`config.mk`:
```
export PLATFORM = sky130hd
export DESIGN_NAME = pipe_scoreboard
export DESIGN_NICKNAME = d
export VERILOG_FILES = /design/src/rtl/pipe_scoreboard.sv
export SDC_FILE = /design/constraint.sdc
export NUM_CORES = 1
export LEC_CHECK = 0
export ABC_AREA = 1
export BUFFER_PORTS_ARGS = -buffer_cell sky130_fd_sc_hd__buf_2
export CELL_PAD_IN_SITES_DETAIL_PLACEMENT = 1
export CELL_PAD_IN_SITES_GLOBAL_PLACEMENT = 1
export CORE_UTILIZATION = 38
export DETAILED_ROUTE_END_ITERATION = 10
export PLACE_DENSITY_LB_ADDON = 0.2
export SYNTH_ARGS = -nofsm -noshare
export SYNTH_HDL_FRONTEND = slang
export SYNTH_SLANG_ARGS = --single-unit
export TNS_END_PERCENT = 30
```
`constraint.sdc`:
```
create_clock -name clk -period 17.2 [get_ports clk]
set_input_delay 2.58 -clock clk [delete_from_list [all_inputs] [get_ports clk]]
set_output_delay 2.58 -clock clk [all_outputs]
set_load 0.02 [all_outputs]
```
`src/rtl/pipe_scoreboard.sv`:
```
// Register-file hazard scoreboard for the issue stage.
// Tracks pending writes per (file, reg) with fixed or variable latency.
module pipe_scoreboard #(
  parameter int NREGS  = 32,
  parameter int NFILES = 2,
  parameter int LATW   = 4,
  localparam int RW = $clog2(NREGS),
  localparam int FW = (NFILES > 1) ? $clog2(NFILES) : 1,
  localparam int CW = $clog2(NFILES*NREGS+1)
) (
  input  logic            clk,
  input  logic            rst,
  input  logic            iss_valid,
  output logic            iss_ready,
  input  logic [RW-1:0]   iss_rs1,
  input  logic [RW-1:0]   iss_rs2,
  input  logic [FW-1:0]   iss_rs1_file,
  input  logic [FW-1:0]   iss_rs2_file,
  input  logic            iss_rs1_use,
  input  logic            iss_rs2_use,
  input  logic [RW-1:0]   iss_rd,
  input  logic [FW-1:0]   iss_rd_file,
  input  logic            iss_rd_we,
  input  logic [LATW-1:0] iss_lat,
  input  logic            flush,
  input  logic            cmp_valid,
  input  logic [FW-1:0]   cmp_file,
  input  logic [RW-1:0]   cmp_rd,
  output logic            stall,
  output logic [CW-1:0]   busy_cnt,
  output logic            err
);

  logic [NFILES-1:0][NREGS-1:0]           pend;
  logic [NFILES-1:0][NREGS-1:0]           vlat;
  logic [NFILES-1:0][NREGS-1:0][LATW-1:0] cnt;

  logic p1, p2, pd, cp, cv;
  logic hazard, zero_dst, iss_set, cmp_ok;

  // Look up state for each requested index; out-of-range never matches.
  always_comb begin
    p1 = 1'b0;
    p2 = 1'b0;
    pd = 1'b0;
    cp = 1'b0;
    cv = 1'b0;
    for (int f = 0; f < NFILES; f++) begin
      for (int r = 0; r < NREGS; r++) begin
        if (FW'(f) == iss_rs1_file && RW'(r) == iss_rs1)
          p1 = pend[f][r];
        if (FW'(f) == iss_rs2_file && RW'(r) == iss_rs2)
          p2 = pend[f][r];
        if (FW'(f) == iss_rd_file && RW'(r) == iss_rd)
          pd = pend[f][r];
        if (FW'(f) == cmp_file && RW'(r) == cmp_rd) begin
          cp = pend[f][r];
          cv = vlat[f][r];
        end
      end
    end
  end

  assign hazard    = (iss_rs1_use & p1) | (iss_rs2_use & p2)
                   | (iss_rd_we & pd);
  assign iss_ready = ~hazard;
  assign stall     = iss_valid & ~iss_ready;
  assign zero_dst  = (iss_rd_file == '0) && (iss_rd == '0);
  assign iss_set   = iss_valid & iss_ready & ~flush
                   & iss_rd_we & ~zero_dst;
  assign cmp_ok    = cp & cv;

  // Popcount of pending bits.
  always_comb begin
    busy_cnt = '0;
    for (int f = 0; f < NFILES; f++)
      for (int r = 0; r < NREGS; r++)
        busy_cnt = busy_cnt + CW'(pend[f][r]);
  end

  // Countdown, completion clear, issue set and sticky error.
  always_ff @(posedge clk or negedge rst) begin
    if (!rst) begin
      pend <= '0;
      vlat <= '0;
      cnt  <= '0;
      err  <= 1'b0;
    end else begin
      if (cmp_valid && !cmp_ok)
        err <= 1'b1;
      for (int f = 0; f < NFILES; f++) begin
        for (int r = 0; r < NREGS; r++) begin
          if (cnt[f][r] != '0) begin
            cnt[f][r] <= cnt[f][r] - LATW'(1);
            if (cnt[f][r] == LATW'(1))
              pend[f][r] <= 1'b0;
          end
          if (cmp_valid && cmp_ok &&
              FW'(f) == cmp_file && RW'(r) == cmp_rd) begin
            pend[f][r] <= 1'b0;
            vlat[f][r] <= 1'b0;
          end
          if (iss_set &&
              FW'(f) == iss_rd_file && RW'(r) == iss_rd) begin
            pend[f][r] <= 1'b1;
            cnt[f][r]  <= iss_lat;
            vlat[f][r] <= (iss_lat == '0);
          end
        end
      end
    end
  end

endmodule

```
After elaboration in Yosys (flattened, before gate mapping)
Index checks and enable logic that the tools add are counted.

Mux-type cells: 832. Bitwise gates (word level): 18. Reduce and logical (&&, ||, !) cells: 780. Add/subtract/negate cells: 127. Equality and inequality tests: 188.

Operators by type and width (number): $mux 1 (704); $mux 4 (128); $add 7x1->7 (57); $logic_and 1x1->1 (390); $reduce_bool 3->1 (128); $eq 5x5->1 const A (64); $eq 4x1->1 const B (64); $reduce_bool 2->1 (128); $reduce_bool 4->1 (64); $sub 4x1->4 const B (64); $eq 4x5->1 const A (32); $reduce_and 2->1 (64); $eq 3x5->1 const A (16); $eq 2x5->1 const A (8); $eq 1x5->1 const A (4); $logic_not 5->1 (4); $and 1x1->1 (9); $add 6x1->7 (1); $not 1->1 (7); $add 5x1->6 (1); $add 4x1->5 (1); $add 3x1->4 (1); $logic_not 4->1 (1); $add 2x1->3 (1); 3 further kinds (4).

Word-level logic and storage cells: 2138. Output and inout port bits: 10. Flip-flop bits (word level): 385.

Depth between registers and ports, before layout
Gate-level depths: netlist of the first run.

Word-level depth: 78. Depth in mapped cells: 56.

Worst setup path after synthesis of the first run
No wires, ideal clock.

Path kind: register -> output. Start: register pend[35] in the netlist's numbering. End: output busy_cnt[5]. Required time: 14620 ps. Arrival time: 5881 ps. Cell stages (with the launch flop): 21. Path slack: 8739 ps. Buffers on the path: 0. Path through: dfrtp_1 -> fa_1 -> inv_1 -> fa_1 -> fa_1 -> fa_1 -> inv_1 -> fa_1 -> inv_1 -> fa_1 -> fa_1 -> fa_1 -> inv_1 -> ha_1 -> nand2_1 -> nor2_1 -> a211oi_1 -> nor2_1 -> o21ai_0 -> nand2_1 -> xor2_1.

Longest elaborated chain between the ends: 29.

Ends and longest elaborated chain: from (decl) (line 34) `logic [NFILES-1:0][NREGS-1:0] pend;`; from (signal assigned) (line 84) `pend <= '0;`; from (signal, indexed assignment) (line 96) `pend[f][r] <= 1'b0;`; from (signal, indexed assignment) (line 100) `pend[f][r] <= 1'b0;`; $add 7x1->7 (29 in series) (line 78) `busy_cnt = busy_cnt + CW'(pend[f][r]);`; to (decl) (line 30) `output logic [CW-1:0] busy_cnt,`.

Every way passes these cells.

Worst setup path after layout of the first run
Start: input iss_rd_file. End: output stall.

Longest elaborated chain between the ends: 69.

Ends and longest elaborated chain: from (decl) (line 22) `input logic [FW-1:0] iss_rd_file,`; $not 1->1 (line 54) `if (FW'(f) == iss_rd_file && RW'(r) == iss_rd)`; $logic_and 1x1->1 (line 54); $mux 1 (63 in series) (line 54); $mux 1 * (line 54); $and 1x1->1 * (line 65) `| (iss_rd_we & pd);`; $or 1x1->1 * (line 65); $and 1x1->1 * (line 67) `assign stall = iss_valid & ~iss_ready;`; to (decl) (line 29) `output logic stall,`.

Mark *: on every way between the ends. The rest lies on a longest branch, timed or not.

==> impl_metrics.ini, run 1 <==
[yosys]
yosys-top-cells-area = dfrtp_1 (32%), nand2_1 (13%), nor2_1 (10%)
yosysTopAreaCell = dfrtp_1
synth_cell_types = 40
netlist_instances = 4251
yosysSeqAreaShare_pct = 32.5
synth_top_area_share_pct = 32.5
syn_area_um2 = 29700
yosysMostFrequentCell = nand2_1
ys.flop_type = dfrtp_1
avgSynthCellArea_um2 = 6.98
synth_commonest_cells = nand2_1 (1025), nor2_1 (796), inv_1 (568), dfrtp_1 (385), a21oi_1 (229)
async_flop_share_pct = 100
synth_edf_count = 0
yosys_warnings = 0
ys_ff_latch = 385
synth_nets = 4548

[timing]
timing.slew.headroom_pct = 26.2
final_hold_viol_count = 0
rsz0062_at_grt = no
tightestPinTransition_ns = 1.11
fmax_mhz = 97.1
period_minus_slack_ns = 10.30
setup_viol_count_final = 0
finalCritPeriodShare_pct = 59.9
finClkSkew_ns = 0.0297
tns_ns = 0
drv_slew = 0

[layout]
fillCellCount = 9976
post-route-util_pct = 42.2
nets = 4559
drive_above_1_share_pct = 5.32
area_delta_synth_final_pct = 9.93
final_cells = 5348

[placement]
placed_cells = 5252
portBuffers = 45
gp_congestion = 0.991
hpwl_mm = 81.4

[critical_path]
max_stage_delay_ns = 0.52
worst_r2r_endpoint = vlat[16]
rr_startpoint = pend[0]
cp_data_required_time_ns = 14.62
cp.arrival_ns = 7.72
rrSetupSlack_ns = 10.72
crit_path_end_kind = output pin
cpMostUsedCell = nand2_1
startpoint_type = primary input
setup.worst_path.class = in2out
critPathMaxFanout = 32
worst_path_max_delay_cell = buf_2
reg2reg_depth = 48

[die]
die_w_um = 281
rows = 102
ios = 46
die_h_um = 281
initial_core_util_pct = 38.4
core-area_um2 = 77300
design.die.area_um2 = 79200

[clock_network]
cts.reportedPaths.clkPinSlew_ns = 0.07
post-cts-setup-buffers = 0
cts_resized = 0
clock_sinks = 385
postCtsHoldBufs = 0
root_buffer = clkbuf_16
cts_buffer_depth = 3
htreeDepth = 2
cts_tree = done
cts-buffers-inserted = 48
clk_latency_ns = 0.61

[detailed_routing]
drc = 0
wl_per_cell_um = 20.0
first_iter_violations = 1948
first_pass_iters = 8
vias = 27800
totalWireLength_mm = 107
viasPerCell = 5.19
postRouteAntennaNets = 0

[hold_path]
hold_end = vlat[0]
min_from = vlat[0]
holdPathStages = 2
hold_class = reg2reg

[global_route]
grt_pass1_vias = 28200
grt_pass1_wl_mm = 168
grt_remaining_overflow = 0
grt_max_degree = 108
antenna_found_initial = 8
groute.usage.overall_pct = 27.4

[power]
p_per_area_nw_per_um2 = 148
finalPower_mw = 4.82
max-vdd-ir-drop_v = 0.0000848
leakagePower_nw = 15.7

[job]
max_cap_violations = 0

[status]
status = finished, final reports clean
-- kinds of logic (layout without fill, tap and decap cells) --
group	after synthesis	after routing	synth area share (%)
compound gates	493	493	9.52
xor+xnor	134	134	3.96
fa+ha+maj	261	261	12.4
buf+inv	678	729	8.76
flops	385	385	32.5
other cells	0	6	0
simple gates	2300	2300	32.9
-- through the flow --
stage | hold slack, ns | setup WS [ns] | cell area, µm²
2_1_floorplan | 0.436 | 8.74 | 29700
5_1_grt | 0.515 | 6.48 | 32600
3_5_place_dp | 0.465 | 7.02 | 30900
4_1_cts | 0.484 | 6.99 | 32600
6_report | 0.495 | 6.90 | 32600
3_3_place_gp | 0.465 | 7.05 | 30900
-- routing by layer --
metal	global-route usage, %	wire length [µm]	up-vias
li1	-	-	13400
met1	37.3	49100	13600
met2	44.6	48800	629
met3	3.78	5660	176
met4	8.82	3570	4
met5	0	42	-
-- where the power goes --
group          switching, mW  internal [mW]
combinational           1.22          0.922
sequential             0.336           1.25
clock                  0.433          0.655
total                   1.99           2.83
-- cells in the final DEF (no fill, tap or decap), types with 5 or more instances in the layout --
| cell type | n |
|---|---|
| a21oi_1 | 229 |
| buf_2 | 42 |
| buf_4 | 23 |
| bufinv_16 | 5 |
| clkbuf_1 | 9 |
| clkbuf_16 | 49 |
| clkbuf_8 | 13 |
| clkinv_2 | 10 |
| dfrtp_1 | 385 |
| diode_2 | 6 |
| fa_1 | 54 |
| ha_1 | 207 |
| inv_1 | 567 |
| inv_2 | 5 |
| nand2_1 | 1025 |
| nand3_1 | 166 |
| nand4_1 | 105 |
| nor2_1 | 796 |
| nor2_2 | 26 |
| nor2_4 | 26 |
| nor3_1 | 62 |
| nor3b_1 | 61 |
| nor4_1 | 8 |
| o21ai_0 | 118 |
| o21bai_1 | 120 |
| or2_2 | 21 |
| xor2_1 | 132 |
-- registers in the layout, summed over array words and instances, names as in the netlist --
signal	count
vlat	64
err	1
pend	64
cnt	256
-- cell type report --
class,count,area [µm²],area share (%)
diodes,6,15.0,0.0460
flip-flops and latches,385,9630,29.5
well taps,1040,1300,3.99
repair buffers,66,398,1.22
clock buffers,71,1440,4.41
inverters,573,2150,6.59
multi-input cells,3188,17400,53.5
clock inverters,19,235,0.721
-- worst max path at each step --
| stage | start | to | slack, ns | cells after the start |
|---|---|---|---|---|
| floorplan | pend[35] | busy_cnt[5] | 8.74 | 20 |
| global placement | iss_rd_file | stall | 7.05 | 47 |
| detailed placement | iss_rd_file | stall | 7.02 | 47 |
| CTS | iss_rd_file | stall | 6.99 | 47 |
| global route | iss_rd_file | stall | 6.48 | 47 |
| finish | iss_rd_file | stall | 6.90 | 47 |
-- worst max-delay path, delay by kind of cell --
kind	cells	cell delay, ns
buffers and inverters	4	1.12
and+or+nand+nor	43	3.99
Note: power is estimated with default switching activity, not from simulation.
==> run 2, diff against run 1 <==
clock period = 9.23 ns   (was 17.2 ns; I/O delays follow)
==> run 2 against run 1 <==
Total power rose by 87%. Register-to-register slack got worse by 7.5 ns. Sequential power grew 85%.
==> impl_metrics.ini, run 2 (synthesis gave the netlist of run 1 again) <==
[timing]
hold_ws_ns = 0.505
finClkSkew_ns = 0.0134
drv_slew = 0
tns_ns = 0
setup_viol_count_final = 0
final_hold_viol_count = 0
fmax_mhz = 121
rsz0062_at_grt = no
timing.slew.headroom_pct = 35.5
period_minus_slack_ns = 8.25
finalCritPeriodShare_pct = 89.3
tightestPinTransition_ns = 0.967

[detailed_routing]
wl_met3_mm = 4.95
wl_per_cell_um = 19.9
met2WireLength_mm = 47.8
totalWireLength_mm = 106
vias = 27700
top_layer = met5
first_iter_violations = 1981
postRouteAntennaNets = 0
met1_length_mm = 49.8
viasPerCell = 5.18
drc = 0
first_pass_iters = 5

[global_route]
grt_max_degree = 142
groute.usage.overall_pct = 27.1
grt_pass1_vias = 28300
grt_remaining_overflow = 0
antenna_found_initial = 6
grt_pass1_wl_mm = 166

[placement]
portBuffers = 45
placed_cells = 5262
gp_congestion = 1.08
hpwl_mm = 81.3

[clock_network]
cts_tree = done
post-cts-setup-buffers = 0
cts_resized = 0
cts_buffer_depth = 3
htreeDepth = 2
clock_sinks = 385
cts.reportedPaths.clkPinSlew_ns = 0.06
cts-buffers-inserted = 48
clk_latency_ns = 0.59
postCtsHoldBufs = 0
root_buffer = clkbuf_16

[die]
ios = 46
initial_core_util_pct = 38.4
design.die.area_um2 = 79200
die_h_um = 281
die_w_um = 281
core-area_um2 = 77300
rows = 102

[hold_path]
hold_class = reg2reg
min_from = vlat[26]

[critical_path]
cpMostUsedCell = fa_1
crit_path_end_kind = output pin
critPathMaxFanout = 5
setup.worst_path.class = reg2out
crit_start = pend[25]
cp_data_required_time_ns = 7.85
rr_startpoint = pend[2]
path_cells = inv_1 -> fa_1 -> fa_1 -> inv_1 -> fa_1 -> inv_1 -> fa_1 -> fa_1 -> fa_1 -> fa_1 -> fa_1 -> inv_1 -> ha_1 -> nand2_1 -> nor2_1 -> a211oi_1 -> nor2_1 -> o21ai_0 -> nand2_1 -> xor2_1 -> buf_2
cp.arrival_ns = 6.86
startpoint_type = flip-flop
max_stage_delay_ns = 0.61
worst_path_max_delay_cell = fa_1

[layout]
drive_above_1_share_pct = 5.48
area.sequential_um2 = 9630
fillCellCount = 9961
final_cells = 5353
layout_common_cells = nand2_1 (1025), nor2_1 (796), inv_1 (567)
multi_input_area_um2 = 17400
largest_register_ff_count = 256
area_delta_synth_final_pct = 10.4
regMostFlops = cnt
post-route-util_pct = 42.4
layout_commonest_cell = nand2_1
nets = 4569
top_regs = cnt x256, pend x64, vlat x64

[power]
finalPower_mw = 9.02
max-vdd-ir-drop_v = 0.000170
leakagePower_nw = 15.8
p_per_area_nw_per_um2 = 275

[job]
max_cap_violations = 0

[status]
status = finished, final reports clean
==> run 2: cell types whose count changed in the layout (fill, tap and decap cells not counted), sizes merged <==
cell,previous run,this run
diode,6,4
buf,66,76
clkinv,12,7
bufinv,5,7
inv,575,574
clkbuf,71,72
==> run 2: cell type report <==
type,instances,area share [%]
sequential,385,29.4
timing repair buffer,76,1.56
tap,1040,3.97
clock buffer,72,4.43
multi-input combinational,3188,53.2
inverter,573,6.57
clock inverter,15,0.787
antenna,4,0.0306
==> run 2: final timing paths <==
check | endpoint | slack, ns | depth (start not counted)
max in group asynchronous | cnt[96] | 6.40 | 3
min in group asynchronous | cnt[33] | 0.83 | 1
worst min register to register | vlat[26] | 0.51 | 2
worst max register to register | pend[21] | 3.21 | 45
worst min-delay path | vlat[26] | 0.51 | 2
worst max-delay path | busy_cnt[5] | 0.98 | 21
==> run 2: where the power goes <==
group	switching, mW	internal (mW)
Clock	0.790	1.28
Combinational	2.28	1.72
Sequential	0.607	2.34
==> run 2: critical path, delay by kind of cell (launching register included) <==
kind | cells | cell delay [ns]
compound gates | 2 | 0.44
fa+ha+maj | 9 | 4.41
flops | 1 | 0.50
xor+xnor | 1 | 0.16
buf+inv | 5 | 0.50
simple gates | 4 | 0.25
==> run 2: per-stage QoR <==
stage | setup slack, ns | cell area [µm²]
final | 0.983 | 32800
after global routing | 0.534 | 32800
after CTS | 0.923 | 32800
after detailed placement | 1.21 | 31000
after global placement | 1.29 | 31000
after floorplan | 1.96 | 29700
==> run 2: metal layers <==
metal	global-route usage [%]	vias to the layer above
met5	0	-
met4	9.13	2
met3	3.21	189
met2	43.5	592
met1	37.6	13500
li1	-	13400
==> run 3, diff against run 2 <==
CORE_ASPECT_RATIO = 0.6   (was default)
==> run 3 against run 2 <==
Setup slack got worse by 0.69 ns. Final cell count is 0.52% higher. Register-to-register slack lost 0.98 ns. Critical path depth rose by 29. Cell area is 0.13% higher. Sequential power grew 1%. Utilization rose by 0.57 points. Via count is 2.2% higher. Global-route usage rose by 3.2 points. Largest power group unchanged.
==> impl_metrics.ini, run 3 (synthesis gave the netlist of run 1 again) <==
[global_route]
grt_remaining_overflow = 0
grt_pass1_wl_mm = 181
antenna_found_initial = 5
grt_pass1_vias = 28400
groute.usage.overall_pct = 30.2
grt_max_degree = 146

[timing]
finalCritPeriodShare_pct = 96.8
finalWorstSetupSlack_ns = 0.293
final_hold_viol_count = 0
fmax_mhz = 112
tns_ns = 0
setup_viol_count_final = 0
finClkSkew_ns = 0.0346
timing.slew.headroom_pct = 25.7
hold_ws_ns = 0.495
period_minus_slack_ns = 8.94
tightestPinTransition_ns = 1.11
rsz0062_at_grt = no
drv_slew = 0

[critical_path]
path_delay_family = simple AND/OR/NAND/NOR gates
max_stage_delay_ns = 0.40
critPathMaxFanout = 33
cp_data_required_time_ns = 7.85
setup.worst_path.class = in2out
startpoint_type = primary input
cpMostUsedCell = nand2_1
rrSetupSlack_ns = 2.23
cp.arrival_ns = 7.55
crit_buf_inv = 7
crit_path_end_kind = output pin
worst_path_max_delay_cell = buf_4

[detailed_routing]
totalWireLength_mm = 119
viasPerCell = 5.26
first_pass_iters = 5
first_iter_violations = 2664
wl_per_cell_um = 22.1
drc = 0
postRouteAntennaNets = 0
vias = 28300

[die]
rows = 78
initial_core_util_pct = 38.8
die_w_um = 363
design.die.area_um2 = 79200
core-area_um2 = 76400
ios = 46
die_h_um = 218

[layout]
largest_register_ff_count = 256
regMostFlops = cnt
fin_area_um2 = 32800
top_regs = cnt x256, pend x64, vlat x64
layout_commonest_cell = nand2_1
area_delta_synth_final_pct = 10.6
layout_common_cells = nand2_1 (1025), nor2_1 (796), inv_1 (567)
drive_above_1_share_pct = 6.09
nets = 4599

[clock_network]
root_buffer = clkbuf_16
cts_buffer_depth = 3
postCtsHoldBufs = 0
clock_sinks = 385
cts-buffers-inserted = 44
clk_latency_ns = 0.62
htreeDepth = 2
cts_resized = 0
cts_tree = done
post-cts-setup-buffers = 0
cts.reportedPaths.clkPinSlew_ns = 0.06

[placement]
dpl_cell_area_um2 = 31300
gp_congestion = 1.06
portBuffers = 45
hpwl_mm = 92.5
place_ws_ns = 0.618

[power]
p_per_area_nw_per_um2 = 274
max-vdd-ir-drop_v = 0.000185
leakagePower_nw = 15.9

[status]
status = finished, final reports clean

[hold_path]
hold_class = reg2reg

[job]
max_cap_violations = 0
run 3: worst paths after layout:
path	from	to	cells past startpoint
setup / recovery	iss_rd_file	stall	50
hold / removal	err	err	1
setup reg to reg	pend[5]	vlat[24]	48
hold reg to reg	err	err	1
max in group asynchronous	rst	cnt[251]	2
min in group asynchronous	rst	cnt[165]	1
run 3: layout make-up:
class	count	area, µm²
Antenna cell	4	10.0
Clock buffer	64	1310
Clock inverter	17	178
Multi-Input combinational cell	3188	17400
Timing Repair Buffer	110	778
Fill cell	9842	43600
Tap cell	1040	1300
Sequential cell	385	9630
Inverter	573	2150
run 3: per-layer routing:
metal | up-vias | track usage [%] | share of wire, %
met5 | - | 0 | 0.023
met4 | 4 | 7.37 | 2.3
met3 | 137 | 9.05 | 9.4
met2 | 828 | 40.9 | 38
met1 | 13900 | 46.0 | 50
li1 | 13500 | - | -
run 3: report_power, final:
part | internal, mW | switching [mW]
registers | 2.34 | 0.643
clock network | 1.07 | 0.811
logic | 1.73 | 2.41
total | 5.14 | 3.86
run 3: through the flow:
stage	utilization (%)	power, mW	std cells
6_report	42.9	9.00	5381
5_1_grt	42.9	9.84	5380
4_1_cts	42.9	9.05	5377
3_5_place_dp	41.0	7.10	5296
3_3_place_gp	41.0	6.90	5296
2_1_floorplan	-	5.96	4251
run 3: worst reg2reg max path, delay by kind of cell, from the launching register on:
kind	cells	cell delay, ns
AO/OA/AOI/OAI	2	0.22
flip-flops	1	0.44
buffers and inverters	5	1.38
AND/OR/NAND/NOR	41	4.77
